--- config.mk ---
export PLATFORM = sky130hd
export DESIGN_NAME = fsm_mealy_decoder
export DESIGN_NICKNAME = d
export VERILOG_FILES = /design/src/rtl/fsm_mealy_decoder.sv
export SDC_FILE = /design/constraint.sdc
export NUM_CORES = 1
export LEC_CHECK = 0
export ABC_AREA = 1
export CORE_ASPECT_RATIO = 1.75
export CORE_MARGIN = 1.5
export CORE_UTILIZATION = 35
export DETAILED_ROUTE_END_ITERATION = 6
export PLACE_DENSITY = 0.69
export SYNTH_ARGS = -nofsm -noshare
export SYNTH_HDL_FRONTEND = slang
export SYNTH_SLANG_ARGS = --single-unit
--- constraint.sdc ---
create_clock -name clk -period 1.2 [get_ports clk]
set_input_delay 0.24 -clock clk [delete_from_list [all_inputs] [get_ports clk]]
set_output_delay 0.24 -clock clk [all_outputs]
set_load 0.02 [all_outputs]
--- src/rtl/fsm_mealy_decoder.sv ---
// Receive-side decoder for the 2-bit Color Mealy encoder (states Red/Blue).
// It tracks the encoder state from the code stream and recovers the input
// symbols. It flags codes that are illegal for the tracked state, and it
// resynchronises on code 1, which the encoder can only produce from Red.
module fsm_mealy_decoder #(
  parameter int ERR_WIDTH = 8
) (
  input  logic                 clk,
  input  logic                 rst_n,
  input  logic                 code_valid,
  input  logic [1:0]           code_data,
  output logic                 code_ready,
  output logic                 dec_valid,
  output logic [1:0]           dec_data,
  input  logic                 dec_ready,
  output logic                 err,
  output logic [ERR_WIDTH-1:0] err_count,
  output logic                 in_sync
);

  localparam logic [1:0] ST_RED    = 2'd0;
  localparam logic [1:0] ST_BLUE   = 2'd1;
  localparam logic [1:0] ST_RESYNC = 2'd2;

  localparam logic [ERR_WIDTH-1:0] ERR_ONE = {{(ERR_WIDTH-1){1'b0}}, 1'b1};

  // Saturating increment; the count sticks at all-ones.
  function automatic logic [ERR_WIDTH-1:0] sat_inc(input logic [ERR_WIDTH-1:0] v);
    return (&v) ? v : v + ERR_ONE;
  endfunction

  logic [1:0]           state_q, state_d;
  logic                 dec_valid_q, dec_valid_d;
  logic [1:0]           dec_data_q, dec_data_d;
  logic                 err_q, err_d;
  logic [ERR_WIDTH-1:0] err_count_q, err_count_d;
  logic                 in_sync_q, in_sync_d;

  logic                 acc;
  logic                 emit;
  logic                 illegal;
  logic [1:0]           sym;

  assign code_ready = !dec_valid_q || dec_ready;
  assign acc        = code_valid && code_ready;

  // Decode the accepted code against the tracked encoder state.
  always_comb begin
    state_d = state_q;
    emit    = 1'b0;
    illegal = 1'b0;
    sym     = 2'h0;
    if (acc) begin
      case (state_q)
        ST_RED: begin
          if (code_data == 2'h2) begin
            emit = 1'b1;
            sym  = 2'h0;
          end else if (code_data == 2'h1) begin
            emit    = 1'b1;
            sym     = 2'h1;
            state_d = ST_BLUE;
          end else begin
            illegal = 1'b1;
            state_d = ST_RESYNC;
          end
        end
        ST_BLUE: begin
          if (code_data == 2'h2) begin
            emit    = 1'b1;
            sym     = 2'h1;
            state_d = ST_RED;
          end else begin
            illegal = 1'b1;
            state_d = ST_RESYNC;
          end
        end
        default: begin
          // Only code 1 pins down the encoder state; everything else is dropped quietly.
          if (code_data == 2'h1) begin
            emit    = 1'b1;
            sym     = 2'h1;
            state_d = ST_BLUE;
          end
        end
      endcase
    end
  end

  // Output register, error pulse, saturating counter and sync flag next-state.
  always_comb begin
    dec_valid_d = dec_valid_q;
    dec_data_d  = dec_data_q;
    if (emit) begin
      dec_valid_d = 1'b1;
      dec_data_d  = sym;
    end else if (dec_valid_q && dec_ready) begin
      dec_valid_d = 1'b0;
    end
    err_d       = illegal;
    err_count_d = illegal ? sat_inc(err_count_q) : err_count_q;
    in_sync_d   = (state_d != ST_RESYNC);
  end

  // State registers with asynchronous active-low reset.
  always_ff @(posedge clk or negedge rst_n) begin
    if (!rst_n) begin
      state_q     <= ST_RED;
      dec_valid_q <= 1'b0;
      dec_data_q  <= 2'h0;
      err_q       <= 1'b0;
      err_count_q <= '0;
      in_sync_q   <= 1'b1;
    end else begin
      state_q     <= state_d;
      dec_valid_q <= dec_valid_d;
      dec_data_q  <= dec_data_d;
      err_q       <= err_d;
      err_count_q <= err_count_d;
      in_sync_q   <= in_sync_d;
    end
  end

  assign dec_valid = dec_valid_q;
  assign dec_data  = dec_data_q;
  assign err       = err_q;
  assign err_count = err_count_q;
  assign in_sync   = in_sync_q;

endmodule

Word-level counts from Yosys, hierarchy flattened
Cells that the tools add are included.

storage, ports and cells
  register bits after elaboration = 15
  input bits = 6

cells by class
  $add $sub $neg = 1
  reductions and logical operators = 8
  equal/unequal tests = 4
  bitwise operators = 1
  multiplexer cells = 23

operator list
  cell                   count
  $mux W1                13
  $mux W2                6
  $add A8 B1 Y8 const B  1
  $pmux W2 S2            2
  $reduce_and A8 Y1      1
  $eq A2 B1 Y1 const B   2
  $pmux W1 S2            2
  $eq A2 B2 Y1 const B   1
  $logic_and A1 B1 Y1    2
  $logic_not A2 Y1       1
  $ne A2 B2 Y1 const B   1
  $reduce_and A2 Y1      1
  $reduce_bool A2 Y1     1
  $logic_not A1 Y1       1
  $logic_or A1 B1 Y1     1
  $not A1 Y1             1

Longest topological paths before layout
Gate-level depths: netlist (run 1).

  depth after elaboration = 6
  gate-level depth with buffers = 9
  gate-level depth less buffers = 9

Least setup slack after synthesis (run 1)
Ideal clock, no wire load.

  path type = register to register
  start = register err_count_q[0], in the netlist err_count[0]
  end = register err_count_q[4], in the netlist err_count[4]
  stages on the path, launching flop included = 9
  required time = 1.083 ns
  data arrival time = 1.237 ns
  period minus slack after synthesis = 1.353 ns
  path buffers = 0
  setup slack = -0.153 ns
  cell sequence = dfrtp_1 -> ha_1 -> nand2_1 -> nor2_4 -> nand2_4 -> inv_2 -> nor2_4 -> nand2_1 -> nand2_1

on the way
  cells in the longest elaborated chain, start to end = 3
  elaborated cells on any way between the ends = 4
  classes of those cells = 1 x add/sub; 1 x bitwise; 2 x reduce/logical

ends and longest elaborated chain
  element                                                line  source
  start: declaration                                     36    logic [ERR_WIDTH-1:0] err_count_q, err_count_d;
  start signal: assignment                               119   err_count_q <= err_count_d;
  branches (longest 3 deep; another with $add A8 B1 Y8)  -

Parallel ways; which one is timed is not known.
A chain may end at the register's enable or synchronous reset.

Final worst setup path (run 1)
  start = register err_count_q[0], in the netlist err_count[0]
  end = register err_count_q[1], in the netlist err_count[1]

Same word-level chain as after synthesis.

==> results of run 1 <==
## state kept, by name, indices dropped and copies added, names as in the netlist
register	count
in_sync	1
dec_data	1
err_count	8
err	1
state_q	2
dec_valid	1
## placed cells by master (no fill, tap or decap), types with 2 or more instances in the layout
cell type        Yosys  final
nand4_1              4      4
nand2_1             47     43
nand3_1              3      2
nand3_2              1      2
nor2_4               2      3
ha_4                 0      2
clkdlybuf4s50_1      0      3
dlygate4sd2_1        0      4
ha_1                 4      2
dfrtp_1             13     11
dfrtp_2              0      2
inv_1               14     10
nor2_1               5      4
buf_4                1     18
nand2_2              2      2
clkdlybuf4s15_1      0      6
nand3b_1             2      2
xor2_1               3      3
buf_2                0      3
buf_6                0      2
nor2_2               2      2
inv_2                1      5
clkbuf_8             0      3
nand2_4              3      7
o21ai_1              0      2
## per-layer routing
metal  routed length (um)  vias to the layer above
met1                  672                      406
met5                    0                        -
met4                   48                        0
met2                 1100                       20
li1                     -                      424
met3                   59                        5
## power breakdown
part	switching, mW	internal, mW
Clock	0.173	0.235
Sequential	0.121	0.614
Combinational	0.540	0.428
Total	0.834	1.28
## cells by family after synthesis
family	Yosys count	share of synthesized area, %
buffers and inverters	17	8.00
AND/OR/NAND/NOR	72	41.0
flip-flops	14	40.1
other	1	0.428
AO/OA/AOI/OAI	3	1.71
XOR/XNOR	3	3.00
adder cells (fa/ha/maj)	4	5.71
## critical path: stages, from the launching register on
cell     delay (ns)
dfrtp_2        0.44
ha_4           0.18
nand2_4        0.06
nor2_4         0.04
nand2_4        0.09
nand3_4        0.13
nand2_1        0.09
nand2_1        0.05
## what timing repair did
item | 4_1_cts | 5_1_grt
pin swaps | 7 | 6
hold endpoints to repair | 0 | 0
endpoints found under the setup margin | 26 | 19
setup buffers | 2 | 1
resized for setup | 36 | 21
hold buffers | 0 | 0
## area by class of cell
class                      instances  area share, %
tap                               25           2.37
sequential                        14           26.8
clock buffer                       4           3.41
timing repair buffer              37           22.9
inverter                          16           4.93
multi-input combinational         83           39.5
## per-stage QoR
step	std cells	instance area, um^2	setup slack, ns	hold slack [ns]
floorplan	114	893	0.00337	-0.0556
global placement	172	1220	-0.440	0.464
detailed placement	172	1220	-0.462	0.483
CTS	178	1290	-0.000698	0.305
global route	179	1320	-0.0627	0.336
finish	179	1320	0.000314	0.292
## path summary, 6_finish.rpt
path / startpoint / end
setup / recovery: err_count[0] / err_count[1]
hold / removal: rst_n / err_count[6]
setup reg to reg: err_count[0] / err_count[1]
hold reg to reg: dec_data[0] / dec_data[0]
max in group asynchronous: rst_n / in_sync
min in group clk: dec_data[0] / dec_data[0]
==> results.yml, run 1 <==
status:
  status: "finished clean"
floorplanning:
  coreArea_um2: 2330
  die_w_um: 40.8
  dieArea_um2: 2820
  num_rows: 23
  start_util_pct: 37.6
  io_pins: 20
  die_h_um: 69.2
clocking:
  h-tree-depth: 1
  cts_buffers: 3
  clockBufferDepth: 2
  path_clk_slew_ns: 0.06
  cts.sinks: 14
  cts_root_buf: "clkbuf_8"
  cts_tree: "yes"
  clk_latency_ns: 0.25
global_routing:
  grt_pass1_vias: 818
  met2_usage_pct: 28.1
  grt_use_total_pct: 16.0
  overflow: 0
  grt_max_degree: 15
  antenna_found_initial: 0
  met1_usage_pct: 16.1
  grt_pass1_wl_um: 3250
  grt_most_used_layer: "met2"
  use_met3_pct: 1.92
worst_setup_path:
  cp_data_required_time_ns: 1.34
  rrSetupSlack_ns: 0.0003
  critPathLaunchType: "flop"
  worst-path-max-fanout: 8
  cp-end-kind: "flop"
  cp.arrival_ns: 1.34
  path_class: "reg2reg"
  ff2ff_path_depth: 7
timing:
  final_hold_viol_count: 0
  finalSetupViolCount: 0
  rsz0062_at_grt: "yes"
  fin_skew_ns: 0.00908
  maxClockFrequency_mhz: 834
  period_needed_ns: 1.20
  post-route-period-util_pct: 100
  finalSetupTns_ns: 0
  drv_slew: 0
cells_and_area:
  fillers: 220
  utilization_pct: 56.6
  syn_to_final_growth_pct: 50.7
  multi_input_area_um2: 522
  regArea_um2: 354
  n_antenna_cell: 0
  nNetsFinal: 165
  drive_above_1_share_pct: 35.7
job:
  maxCapViolations: 0
synth:
  synth_seq_cells: 14
  ys_dominant_reg_cell: "dfrtp_1"
  synth-seq-area-share_pct: 40.1
  yosysWarnings: 0
  synth_cell_types: 21
  syn_area_um2: 876
  synth_top_cell_by_area: "dfrtp_1"
  synthTopCellsByArea: "dfrtp_1, nand2_1, inv_1"
  async_flop_share_pct: 100
  synth_edf_count: 0
  synth.most_common_cell: "nand2_1"
  syn-num-nets: 124
  syn_area_per_cell_um2: 7.68
  synth_common_cells: "nand2_1, inv_1, dfrtp_1, nor2_1"
  synthCells: 114
  synth_top_area_share_pct: 37.1
routing:
  viasPerCell: 4.78
  wirelength_um: 1880
  via_count: 855
  wire_per_inst_um: 10.5
  dr.pass1.iters: 4
  ant_nets: 0
  drt_iter0_drc: 11
  drc: 0
power:
  p_leak_nw: 0.733
  p_per_area_nw_per_um2: 1600
  power_mw: 2.11
  ir_drop_uv: 1280
placement:
  dpl.hpwl_um: 1520
  portBuffers: 18
  place.gp.congestion: 0.749
worst_hold_path:
  hp-class: "in2async"
(Power assumes the default switching activity.)
==> run 2, diff against run 1 <==
DONT_BUFFER_PORTS = 1   (was unset)
PLACE_DENSITY = 0.59   (was 0.69)
==> run 2 against run 1 <==
Against the previous run:
- total power decreased by 8.0%
- sequential power rose by 12%
- clock skew fell by 0.0082 ns
- critical path depth unchanged
- hold slack gained 0.015 ns
- register-to-register slack hardly changed
- clock-buffer cell count is the same
- critical path type unchanged
- highest routed layer unchanged
==> results.yml, run 2 (synthesis results as in run 1) <==
status:
  status: "finished clean"
routing:
  viasPerCell: 4.68
  drc: 0
  wirelength_um: 1780
  drt_iter0_drc: 10
  via_count: 720
  wire_per_inst_um: 11.5
  dr.pass1.iters: 4
  ant_nets: 0
cells_and_area:
  syn_to_final_growth_pct: 24.6
  drive_above_1_share_pct: 31.0
  nNetsFinal: 140
  largest_reg_flops: 8
  final_common_cell: "nand2_1"
  mostFrequentLayoutCells: "nand2_1, inv_1, buf_4"
  n_antenna_cell: 0
floorplanning:
  num_rows: 23
  start_util_pct: 37.6
  coreArea_um2: 2330
  io_pins: 20
  die_h_um: 69.2
  dieArea_um2: 2820
  die_w_um: 40.8
clocking:
  clk_latency_ns: 0.24
  cts.sinks: 14
  path_clk_slew_ns: 0.06
  cts_tree: "yes"
  post_cts_buffers: 0
  h-tree-depth: 1
  clockBufferDepth: 2
  cts_root_buf: "clkbuf_8"
  cts_buffers: 3
worst_setup_path:
  path_class: "reg2reg"
  cpPeakStageDelay_ns: 0.44
  crit_start: "err_count[0]"
  cp_data_required_time_ns: 1.33
  critPathLaunchType: "flop"
  worst-path-max-fanout: 8
  slowest_stage: "dfrtp_2"
  path_cells: "ha_4, nand2_4, nor2_4, nand2_4, nand3_4, nand2_1, nand2_1"
  cp-end-kind: "flop"
  cp.arrival_ns: 1.33
  timing.rr.start: "err_count[0]"
timing:
  slew_headroom_pct: 55.3
  tightest_slew_ns: 0.668
  post-route-period-util_pct: 100
  finalSetupViolCount: 0
  final_hold_viol_count: 0
  finalSetupTns_ns: 0
  whs_ns: 0.307
  rsz0062_at_grt: "yes"
  maxClockFrequency_mhz: 834
  period_needed_ns: 1.20
  drv_slew: 0
  fin_skew_ns: 0.000890
power:
  clock_power_share_pct: 23.7
  sw_frac_of_total_pct: 39.7
  ir_drop_uv: 1160
  p_leak_nw: 0.597
  p_seq_share_pct: 42.3
  power_switching_mw: 0.771
  p_per_area_nw_per_um2: 1780
  intPower_mw: 1.17
  p_comb_share_pct: 34.1
placement:
  portBuffers: 0
  dpl.hpwl_um: 1440
  place.gp.congestion: 0.708
global_routing:
  grt_use_total_pct: 14.3
  grt_pass1_wl_um: 2820
  antenna_found_initial: 0
  grt_max_degree: 15
  grt_pass1_vias: 737
  overflow: 0
job:
  maxCapViolations: 0
worst_hold_path:
  hp-class: "in2reg"
  worstHoldStart: "dec_ready"
==> run 2: cell types whose count changed in the layout (fill, tap and decap cells not counted), sizes merged <==
cell	change
buf	-12
clkbuf	-1
clkdlybuf4s15	-6
clkdlybuf4s50	-3
dlygate4sd2	-4
dlygate4sd3	+1
==> run 2: metal layers <==
| layer | vias up | GRT usage [%] | wire, um |
|---|---|---|---|
| met4 | 0 | 6.67 | 34 |
| met3 | 4 | 1.92 | 51 |
| li1 | 375 | - | - |
| met5 | - | 0 | 0 |
| met2 | 15 | 27.3 | 1050 |
| met1 | 326 | 12.2 | 637 |
==> run 2: final timing paths <==
kind	cells past startpoint	end	slack [ns]
max reg2reg	7	err_count[2]	0.0003
min in group asynchronous	1	err_count[2]	0.47
max	7	err_count[2]	0.0003
min reg2reg	2	err_count[3]	0.57
max in group asynchronous	1	err_count[3]	0.26
min	4	dec_valid	0.31
==> run 2: power groups by stage <==
stage,registers (mW),clock network (mW),logic (mW)
2_1_floorplan,0.872,0,0.342
3_5_place_dp,0.815,0,0.625
6_report,0.821,0.460,0.662
4_1_cts,0.807,0.471,0.642
5_1_grt,0.833,0.486,0.749
3_3_place_gp,0.809,0,0.615
==> run 2: final cells by class <==
class / instances / area (um^2)
Multi-Input combinational cell: 83 / 489
Sequential cell: 14 / 357
Clock buffer: 4 / 55.1
Inverter: 16 / 62.6
Fill cell: 228 / 1240
Tap cell: 25 / 31.3
Timing Repair Buffer: 12 / 96.3
==> run 2: critical path: cells and delay by family, from the launching register on <==
| family | cells | cell delay [ns] |
|---|---|---|
| adder cells (fa/ha/maj) | 1 | 0.19 |
| AND/OR/NAND/NOR | 6 | 0.46 |
| flip-flops | 1 | 0.44 |
==> run 2: through the flow <==
stage,std cells,utilization [%],power (mW),cell area [um^2],setup WS (ns)
2_1_floorplan,114,-,1.21,893,0.00337
3_3_place_gp,149,42.9,1.42,1000,0.0273
3_5_place_dp,149,42.9,1.44,1000,0.000485
4_1_cts,154,45.7,1.92,1060,0.00131
5_1_grt,154,46.8,2.07,1090,-0.0727
6_report,154,46.8,1.94,1090,0.000322
==> run 2: timing repair <==
item | in CTS | in global routing
hold endpoints to repair | 14 | 0
resized for setup | 0 | 9
setup endpoints to repair | 4 | 9
pin swaps | 3 | 5
hold buffers | 1 | 0
